--- config.mk ---
export PLATFORM = sky130hd
export DESIGN_NAME = piradip_axis_sample_playback
export DESIGN_NICKNAME = d
export VERILOG_FILES = /design/src/rtl/piradip_sample_playback_pkg.sv /design/src/rtl/piradip_sample_playback_fifo.sv /design/src/rtl/piradip_axis_sample_playback.sv
export SDC_FILE = /design/constraint.sdc
export NUM_CORES = 1
export LEC_CHECK = 0
export ABC_CLOCK_PERIOD_IN_PS = 19700
export BUFFER_PORTS_ARGS = -buffer_cell sky130_fd_sc_hd__buf_2
export CAP_MARGIN = 20
export CORE_UTILIZATION = 30
export CTS_BUF_LIST = sky130_fd_sc_hd__clkbuf_16
export CTS_CLUSTER_SIZE = 40
export DETAILED_ROUTE_END_ITERATION = 16
export GPL_TIMING_DRIVEN = 1
export PLACE_DENSITY = 0.56
export SETUP_SLACK_MARGIN = 0.4
export SLEW_MARGIN = 30
export SYNTH_ARGS = -nofsm -noshare
export SYNTH_HDL_FRONTEND = slang
export SYNTH_SLANG_ARGS = --single-unit
--- constraint.sdc ---
create_clock -name aclk -period 19.7 [get_ports aclk]
set_input_delay 1.97 -clock aclk [delete_from_list [all_inputs] [get_ports aclk]]
set_output_delay 1.97 -clock aclk [all_outputs]
set_load 0.005 [all_outputs]
--- src/rtl/piradip_sample_playback_pkg.sv ---
// Shared types and sizing helpers for the sample playback engine.
package piradip_sample_playback;

    typedef enum logic [1:0] {
        IDLE  = 2'd0,
        RUN   = 2'd1,
        DRAIN = 2'd2
    } state_t;

    // Room for every read in flight plus slack so one word per cycle keeps flowing.
    function automatic int fifo_depth(input int mem_latency);
        return mem_latency + 2;
    endfunction

endpackage

--- src/rtl/piradip_sample_playback_fifo.sv ---
// Small synchronous FIFO carrying {tlast, data} from the RAM read pipe to the AXIS port.
module piradip_sample_playback_fifo #(
    parameter int WIDTH = 129,
    parameter int DEPTH = 4,
    localparam int CNT_W = $clog2(DEPTH + 1)
) (
    input  logic             clk,
    input  logic             rst_n,
    input  logic             push,
    input  logic [WIDTH-1:0] push_data,
    output logic             out_valid,
    input  logic             out_ready,
    output logic [WIDTH-1:0] out_data,
    output logic [CNT_W-1:0] count
);

    localparam int PTR_W = (DEPTH > 1) ? $clog2(DEPTH) : 1;

    logic [WIDTH-1:0] mem_reg [DEPTH];
    logic [PTR_W-1:0] wr_ptr_reg;
    logic [PTR_W-1:0] rd_ptr_reg;
    logic [CNT_W-1:0] count_reg;
    logic             pop;
    logic             wr;

    function automatic logic [PTR_W-1:0] ptr_inc(input logic [PTR_W-1:0] p);
        return (p == PTR_W'(DEPTH - 1)) ? '0 : p + PTR_W'(1);
    endfunction

    assign out_valid = (count_reg != '0);
    assign pop       = out_valid & out_ready;
    assign wr        = push & ((count_reg != CNT_W'(DEPTH)) | pop);
    assign out_data  = mem_reg[rd_ptr_reg];
    assign count     = count_reg;

    for (genvar gi = 0; gi < DEPTH; gi++) begin : g_entry
        always_ff @(posedge clk or negedge rst_n) begin
            if (!rst_n) begin
                mem_reg[gi] <= '0;
            end else if (wr && (wr_ptr_reg == PTR_W'(gi))) begin
                mem_reg[gi] <= push_data;
            end
        end
    end

    always_ff @(posedge clk or negedge rst_n) begin
        if (!rst_n) begin
            wr_ptr_reg <= '0;
            rd_ptr_reg <= '0;
            count_reg  <= '0;
        end else begin
            if (wr) begin
                wr_ptr_reg <= ptr_inc(wr_ptr_reg);
            end
            if (pop) begin
                rd_ptr_reg <= ptr_inc(rd_ptr_reg);
            end
            case ({wr, pop})
                2'b10:   count_reg <= count_reg + CNT_W'(1);
                2'b01:   count_reg <= count_reg - CNT_W'(1);
                default: count_reg <= count_reg;
            endcase
        end
    end

endmodule

--- src/rtl/piradip_axis_sample_playback.sv ---
// Playback engine: walks sample RAM between start/end offsets and streams words out over AXIS.
// Optional underrun counter enabled with PIRADIP_PLAYBACK_UNDERRUN_COUNT_EN.
module piradip_axis_sample_playback
    import piradip_sample_playback::*;
#(
    parameter int DATA_WIDTH   = 128,
    parameter int OFFSET_WIDTH = 5,
    parameter int MEM_LATENCY  = 2
) (
    input  logic                    aclk,
    input  logic                    aresetn,
    input  logic                    ctrl_update,
    input  logic                    ctrl_active,
    input  logic                    ctrl_one_shot,
    input  logic [OFFSET_WIDTH-1:0] start_offset,
    input  logic [OFFSET_WIDTH-1:0] end_offset,
    output logic                    stopped,
    output logic                    mem_en,
    output logic [OFFSET_WIDTH-1:0] mem_addr,
    input  logic [DATA_WIDTH-1:0]   mem_rdata,
    output logic [DATA_WIDTH-1:0]   m_axis_tdata,
    output logic                    m_axis_tvalid,
    input  logic                    m_axis_tready,
    output logic                    m_axis_tlast
`ifdef PIRADIP_PLAYBACK_UNDERRUN_COUNT_EN
    ,
    output logic [31:0]             underrun_count
`endif
);

    localparam int DEPTH = fifo_depth(MEM_LATENCY);
    localparam int CNT_W = $clog2(DEPTH + 1);

    logic [1:0]              rst_sync_reg;
    logic                    rst_n;
    state_t                  state_reg, state_next;
    logic                    active_prev_reg;
    logic                    pending_reg, pending_next;
    logic [OFFSET_WIDTH-1:0] addr_reg;
    logic [OFFSET_WIDTH-1:0] end_reg;
    logic [CNT_W-1:0]        in_flight_reg;
    logic [MEM_LATENCY-1:0]  en_pipe_reg;
    logic [MEM_LATENCY-1:0]  last_pipe_reg;
    logic [CNT_W-1:0]        fifo_count;
    logic                    issue;
    logic                    at_end;
    logic                    credit_ok;
    logic                    start_req;
    logic                    push;

    // Reset asserts immediately but releases on a clock edge.
    always_ff @(posedge aclk or negedge aresetn) begin
        if (!aresetn) begin
            rst_sync_reg <= '0;
        end else begin
            rst_sync_reg <= {rst_sync_reg[0], 1'b1};
        end
    end
    assign rst_n = rst_sync_reg[1];

    assign at_end    = (addr_reg == end_reg);
    assign credit_ok = ((fifo_count + in_flight_reg) < CNT_W'(DEPTH));
    assign start_req = ctrl_active & (~active_prev_reg | ctrl_update | pending_reg);
    assign push      = en_pipe_reg[MEM_LATENCY-1];

    always_comb begin
        state_next = state_reg;
        issue      = 1'b0;
        case (state_reg)
            IDLE: begin
                if (start_req) begin
                    state_next = RUN;
                end
            end
            RUN: begin
                if (!ctrl_active) begin
                    state_next = DRAIN;
                end else if (credit_ok) begin
                    issue = 1'b1;
                    if (at_end && ctrl_one_shot) begin
                        state_next = DRAIN;
                    end
                end
            end
            DRAIN: begin
                if ((in_flight_reg == '0) && (fifo_count == '0)) begin
                    state_next = IDLE;
                end
            end
            default: state_next = IDLE;
        endcase
    end

    // A restart request seen while draining is honoured once the engine is idle again.
    assign pending_next = (state_reg == DRAIN) & ctrl_active
                        & (pending_reg | ~active_prev_reg | ctrl_update);

    always_ff @(posedge aclk or negedge rst_n) begin
        if (!rst_n) begin
            state_reg       <= IDLE;
            active_prev_reg <= 1'b1;
            pending_reg     <= 1'b0;
            addr_reg        <= '0;
            end_reg         <= '0;
            in_flight_reg   <= '0;
            en_pipe_reg     <= '0;
            last_pipe_reg   <= '0;
        end else begin
            state_reg       <= state_next;
            active_prev_reg <= ctrl_active;
            pending_reg     <= pending_next;
            if ((state_reg == IDLE) && (state_next == RUN)) begin
                addr_reg <= start_offset;
                end_reg  <= end_offset;
            end else if (issue) begin
                if (at_end) begin
                    addr_reg <= start_offset;
                    end_reg  <= end_offset;
                end else begin
                    addr_reg <= addr_reg + OFFSET_WIDTH'(1);
                end
            end
            in_flight_reg    <= in_flight_reg + CNT_W'(issue) - CNT_W'(push);
            en_pipe_reg[0]   <= issue;
            last_pipe_reg[0] <= issue & at_end;
            for (int i = 1; i < MEM_LATENCY; i++) begin
                en_pipe_reg[i]   <= en_pipe_reg[i-1];
                last_pipe_reg[i] <= last_pipe_reg[i-1];
            end
        end
    end

    assign stopped  = (state_reg == IDLE);
    assign mem_en   = issue;
    assign mem_addr = addr_reg;

    piradip_sample_playback_fifo #(
        .WIDTH (DATA_WIDTH + 1),
        .DEPTH (DEPTH)
    ) u_fifo (
        .clk       (aclk),
        .rst_n     (rst_n),
        .push      (push),
        .push_data ({last_pipe_reg[MEM_LATENCY-1], mem_rdata}),
        .out_valid (m_axis_tvalid),
        .out_ready (m_axis_tready),
        .out_data  ({m_axis_tlast, m_axis_tdata}),
        .count     (fifo_count)
    );

`ifdef PIRADIP_PLAYBACK_UNDERRUN_COUNT_EN
    localparam int AGE_W = $clog2(MEM_LATENCY + 2);

    logic [AGE_W-1:0] run_age_reg;
    logic [31:0]      underrun_reg;

    // The pipeline fill time after entering RUN is not an underrun.
    always_ff @(posedge aclk or negedge rst_n) begin
        if (!rst_n) begin
            run_age_reg  <= '0;
            underrun_reg <= '0;
        end else if ((state_reg == IDLE) && (state_next == RUN)) begin
            run_age_reg  <= '0;
            underrun_reg <= '0;
        end else if (state_reg == RUN) begin
            if (run_age_reg != AGE_W'(MEM_LATENCY + 1)) begin
                run_age_reg <= run_age_reg + AGE_W'(1);
            end else if (m_axis_tready && !m_axis_tvalid && (underrun_reg != '1)) begin
                underrun_reg <= underrun_reg + 32'd1;
            end
        end
    end

    assign underrun_count = underrun_reg;
`endif

endmodule

==> results of run 1 <==
[cell usage after synthesis, types with 2 or more instances]
cell / number
fa_1: 2
mux2_4: 400
nand2_4: 4
buf_2: 14
o22a_1: 2
xor2_1: 6
buf_6: 8
buf_1: 10
nor2_1: 5
mux2_2: 84
o21ai_0: 7
ha_1: 10
a21oi_1: 4
mux4_2: 129
nand3_1: 3
inv_1: 12
dfrtp_1: 545
xnor2_1: 6
buf_12: 44
nand4_1: 3
a21o_1: 4
nor3_1: 2
buf_4: 4
mux2_1: 40
nand2_1: 7
clkbuf_1: 5
mux2i_1: 3
[worst paths after layout]
check | from | endpoint | slack [ns] | cells past startpoint
min in group asynchronous | rst_sync_reg[1] | u_fifo.mem_reg[27] | 0.42 | 0
worst min-delay path | en_pipe_reg[0] | en_pipe_reg[1] | 0.35 | 0
worst max register to register | u_fifo.count[0] | u_fifo.mem_reg[417] | 16.65 | 4
worst min register to register | en_pipe_reg[0] | en_pipe_reg[1] | 0.35 | 0
worst max-delay path | u_fifo.rd_ptr_reg[0] | m_axis_tdata[82] | 14.11 | 4
max in group asynchronous | rst_sync_reg[1] | u_fifo.mem_reg[366] | 17.19 | 3
[power by group through the flow]
stage | logic, W | clock network (W) | registers [W]
4_1_cts | 0.00174 | 0.00123 | 0.00191
6_report | 0.00170 | 0.00119 | 0.00191
3_3_place_gp | 0.00169 | 0 | 0.00190
2_1_floorplan | 0.00133 | 0 | 0.00180
3_5_place_dp | 0.00173 | 0 | 0.00192
5_1_grt | 0.00184 | 0.00128 | 0.00197
[per-stage QoR]
step | cell area, um^2 | worst slack (ns) | power, W
6_report | 29900 | 14.11 | 0.00480
3_5_place_dp | 27700 | 14.60 | 0.00365
4_1_cts | 29800 | 13.91 | 0.00488
2_1_floorplan | 25800 | 3.36 | 0.00313
5_1_grt | 29900 | 13.75 | 0.00509
3_3_place_gp | 27700 | 14.64 | 0.00359
[cell families (layout without fill, tap and decap cells)]
| family | after synthesis | after routing | synth area share [%] |
|---|---|---|---|
| muxes | 656 | 656 | 40.0 |
| DFF | 546 | 546 | 52.9 |
| buffers and inverters | 98 | 429 | 4.55 |
| and+or+nand+nor | 31 | 31 | 0.766 |
| AOI/OAI and AO/OA | 24 | 24 | 0.669 |
| adders and majority gates | 12 | 12 | 0.640 |
| xor gates and xnor gates | 12 | 12 | 0.407 |
| other | 1 | 5 | 0.0145 |
[routing by layer]
layer | share of wire (%) | GRT usage, %
met4 | 2.4 | 4.18
met5 | 0.30 | 0
met1 | 44 | 17.4
met3 | 5.4 | 3.87
met2 | 48 | 21.4
[layout make-up]
cell class,instances,area (um^2),area share [%]
tap,1144,1430,4.79
multi-input combinational,736,11000,36.8
clock buffer,67,1680,5.61
inverter,13,48.8,0.163
antenna,4,10.0,0.0335
timing repair buffer,299,1620,5.43
sequential,546,13700,45.7
clock inverter,50,429,1.43
==> results_dict.tcl, run 1 <==
set metrics [dict create \
    status "complete, no violations" \
    clock-sinks 546 \
    syn_to_final_growth_pct 15.8 \
    hold_viol 0 \
    final_common_cell "dfrtp_1" \
    place.gp.congestion 0.735 \
    final-max-slew-violation-count 0 \
    synthCells 1380 \
    cp_max_fo 36 \
    post_cts_resized 0 \
    vias 13300 \
    worst-path-buf-inv 3 \
    slowest_delay_ns 0.82 \
    grt_pass1_wl_um 90600 \
    root_buffer "clkbuf_16" \
    slew-limit-headroom_pct 33.1 \
    drt_iter0_drc 561 \
    final_nets 1818 \
    yosys.area.top_type_share_pct 52.8 \
    fillers 8094 \
    clockBufferDepth 3 \
    grt_util_all_layers_pct 13.4 \
    ant_nets 0 \
    p_comb_share_pct 35.4 \
    grt.overflow.total 0 \
    cp_common_cell "buf_4" \
    internal_power_w 0.00339 \
    slowest_stage "dfrtp_4" \
    clock_skew_ns 0.0231 \
    finalWirelength_um 58000 \
    cp.required_ns 17.73 \
    pwr-share-seq_pct 39.8 \
    final_cell_mix "dfrtp_1, mux2_4, buf_2, mux4_2, mux2_2" \
    cp_cell_sequence "buf_4 -> buf_4 -> mux4_2 -> buf_2" \
    syn_area_mm2 0.0258 \
    path_class "reg2out" \
    synth_cell_type_count 44 \
    finalCritPeriodShare_pct 28.4 \
    switching_power_w 0.00141 \
    fmax_ghz 0.179 \
    clkPwrFrac_pct 24.8 \
    syn-num-nets 1536 \
    final_layout_size_suffix_gt1_share_pct 59.9 \
    die-area_mm2 0.0873 \
    numCtsBuffers 66 \
    drc 0 \
    hpwl_um 35300 \
    worstMarginPinSlew_ns 1.00 \
    fin_util_pct 35.1 \
    synth_ff_type "dfrtp_1" \
    grt_pass1_vias 15000 \
    synth_top_cells_by_area "dfrtp_1, mux2_4, mux4_2, mux2_2, buf_12" \
    swShare_pct 29.4 \
    cts_hold_buf 0 \
    via_per_inst 4.65 \
    fp.dieW_um 295 \
    synth.avg_cell_area_um2 18.7 \
    grt_max_degree 182 \
    antenna_found_initial 15 \
    rsz0062_at_grt "no" \
    ys_async_sr_fraction_pct 100 \
    ys_seq_area_share_pct 52.9 \
    rows 107 \
    setup_viol 0 \
    worstPathArrival_ns 3.62 \
    wl_per_cell_um 20.3 \
    ys_warn_count 0 \
    p_leak_nw 15.2 \
    startpoint_type "register" \
    period_needed_ns 5.59 \
    tritoncts "built" \
    critPathCaptureType "output pin" \
    htree_levels 3 \
    synth_edf_count 0 \
    io_buffers 280 \
    fin_setup_tns_ns 0 \
    io_pins 281 \
    hp-class "reg2reg" \
    post_cts_buffers 0 \
    insertion_delay_ns 0.61 \
    drtPass1Iterations 4 \
    die_h_um 295 \
    maxCapViolations 0 \
    clkTransAtPathRegs_ns 0.06 \
    crit_family "buffers and inverters" \
    start_util_pct 30.3 \
    largest_reg_flops 516 \
    dp_cells 2736 \
    powerDensity_mw_per_mm2 161 \
    synth-seq-cells 546 \
    stdcell_count 2859 \
    hold_slack_ns 0.350 \
    synth_top_cell_by_area "dfrtp_1" \
    core_mm2 0.0851 \
    peakVddDrop_v 0.0000840 \
]
Power figures use the tool's default switching activity.
==> inputs of run 2 (changes only) <==
ABC_AREA = 1   (was default)
ABC_CLOCK_PERIOD_IN_PS = 4800   (was 19700)
PLACE_DENSITY = 0.58   (was 0.56)
clock period = 4.8 ns   (was 19.7 ns; I/O delays follow)
==> run 2 against run 1 <==
Net effect:
- critical endpoint is now m_axis_tdata[113]
- clock power increased to 4.2 times the previous value
- global-route usage grew 0.79 points
- area after synthesis grew 1.6%
- clock skew down 0.0080 ns
- hold slack got worse by 0.22 ns
- wire length increased by 8.6%
- sequential share of layout area shrank 1.1 points
- register-to-register slack worse by 14 ns
==> results_dict.tcl, run 2 <==
set metrics [dict create \
    startpoint_type "register" \
    synth_cell_type_count 31 \
    setup_slack_ns 1.40 \
    synthCells 2017 \
    start_util_pct 30.3 \
    clockBufferDepth 3 \
    powerDensity_mw_per_mm2 443 \
    synth_top_cell_by_area "dfrtp_1" \
    synth_top_cells_by_area "dfrtp_1, mux2_4, o21ai_0, nor2_1, mux2_2" \
    place.gp.congestion 0.747 \
    stdcell_count 3470 \
    finalWirelength_um 62900 \
    htree_levels 3 \
    numCtsBuffers 67 \
    vias 16500 \
    p_total_w 0.0136 \
    die-area_mm2 0.0886 \
    tritoncts "built" \
    cts_hold_buf 2 \
    insertion_delay_ns 0.59 \
    drc 0 \
    status "complete, no violations" \
    ys_warn_count 0 \
    post_cts_resized 0 \
    largest_reg_flops 516 \
    synth-seq-cells 546 \
    cp.required_ns 4.32 \
    syn_to_final_growth_pct 16.7 \
    clkTransAtPathRegs_ns 0.06 \
    synth.avg_cell_area_um2 13.0 \
    fmax_ghz 0.294 \
    dp_slack_ns 1.99 \
    io_pins 281 \
    clock_skew_ns 0.0152 \
    grt_pass1_vias 17300 \
    ant_nets 0 \
    setup_viol 0 \
    yosys.area.top_type_share_pct 52.0 \
    worstMarginPinSlew_ns 0.898 \
    peakVddDrop_v 0.000281 \
    p_leak_nw 14.9 \
    core_mm2 0.0866 \
    hp-class "in2reg" \
    drtPass1Iterations 5 \
    final_layout_size_suffix_gt1_share_pct 40.0 \
    hold_viol 0 \
    ys_async_sr_fraction_pct 100 \
    maxCapViolations 0 \
    drt_iter0_drc 764 \
    path_class "reg2out" \
    syn-num-nets 2173 \
    die_h_um 298 \
    synth_edf_count 0 \
    critPathCaptureType "output pin" \
    dp_cells 3342 \
    final-max-slew-violation-count 0 \
    final_nets 2414 \
    finalCritPeriodShare_pct 70.9 \
    grt_util_all_layers_pct 14.2 \
    final_cell_mix "dfrtp_1, mux2_4, buf_2, nor2_1, o21ai_0" \
    io_buffers 280 \
    final_common_cell "dfrtp_1" \
    fin_util_pct 35.3 \
    fillers 8428 \
    rsz0062_at_grt "no" \
    syn_area_mm2 0.0262 \
    slew-limit-headroom_pct 40.2 \
    grt_pass1_wl_um 101000 \
    wl_per_cell_um 18.1 \
    grt.overflow.total 0 \
    worstPathArrival_ns 2.92 \
    hpwl_um 35500 \
    clock-sinks 546 \
    root_buffer "clkbuf_16" \
    grt_max_degree 147 \
    via_per_inst 4.75 \
    synth_ff_type "dfrtp_1" \
    post_cts_buffers 0 \
    yosysMostFrequentCell "dfrtp_1" \
    antenna_found_initial 9 \
    synth_commonest_cells "dfrtp_1, mux2_4, nor2_1" \
    cp_max_fo 146 \
    period_needed_ns 3.40 \
    rows 108 \
    fp.dieW_um 298 \
    ys_seq_area_share_pct 52.1 \
]
[run 2: cells by family (layout without fill, tap and decap cells)]
logic type | Yosys count | in the layout | share of synthesized area [%]
AO/OA/AOI/OAI | 398 | 398 | 8.22
buffers and inverters | 178 | 471 | 4.96
flip-flops | 546 | 546 | 52.1
AND/OR/NAND/NOR | 358 | 358 | 5.48
other | 1 | 6 | 0.0143
adder cells (fa/ha/maj) | 12 | 12 | 0.630
XOR/XNOR | 8 | 8 | 0.267
multiplexers | 516 | 516 | 28.3
[run 2: area by class of cell]
class | instances | area (um^2) | share of cell area (%)
Sequential cell | 546 | 13700 | 44.7
Clock inverter | 51 | 398 | 1.30
Inverter | 35 | 141 | 0.462
Clock buffer | 70 | 1750 | 5.72
Multi-Input combinational cell | 1293 | 11300 | 36.8
Tap cell | 1155 | 1450 | 4.72
Antenna cell | 5 | 12.5 | 0.0409
Timing Repair Buffer | 315 | 1930 | 6.29
[run 2: worst paths after layout]
check                                startpoint                  end  slack (ns)  cells past startpoint
setup / recovery           u_fifo.rd_ptr_reg[0]    m_axis_tdata[113]        1.40                      5
hold / removal                    end_offset[4]           end_reg[4]        0.13                      3
setup reg to reg                u_fifo.count[1]     in_flight_reg[2]        2.63                     10
hold reg to reg                 rst_sync_reg[1]  u_fifo.mem_reg[413]        0.27                      0
max in group asynchronous       rst_sync_reg[1]  u_fifo.mem_reg[452]        3.28                      2
min in group asynchronous               aresetn      rst_sync_reg[0]        0.21                      2
[run 2: metal layers]
layer  track usage (%)  vias up  routed length, um
met4              5.07        6               1500
met3              2.74       97               2890
met1              19.4     8491              29300
met2              22.3      336              29300
li1                  -     7556                  -
met5                 0        -                 30
[run 2: power breakdown]
group / total [W] / internal [W] / switching [W]
sequential: 0.00475 / 0.00463 / 0.000117
clock: 0.00496 / 0.00292 / 0.00204
combinational: 0.00386 / 0.00141 / 0.00245
total: 0.0136 / 0.00896 / 0.00461
[run 2: through the flow]
step	hold WS, ns	area, um^2	setup TNS [ns]
2_1_floorplan	0.184	26200	-276.07
3_3_place_gp	0.267	28400	0
3_5_place_dp	0.269	28400	0
4_1_cts	0.0630	30600	0
5_1_grt	0.101	30600	0
6_report	0.132	30600	0
[run 2: critical path, stage by stage, from the launching register on]
cell and delay, ns:
dfrtp_4 0.58, inv_8 0.65, buf_4 0.48, o21ai_0 0.13
o22ai_1 0.25, buf_2 0.17
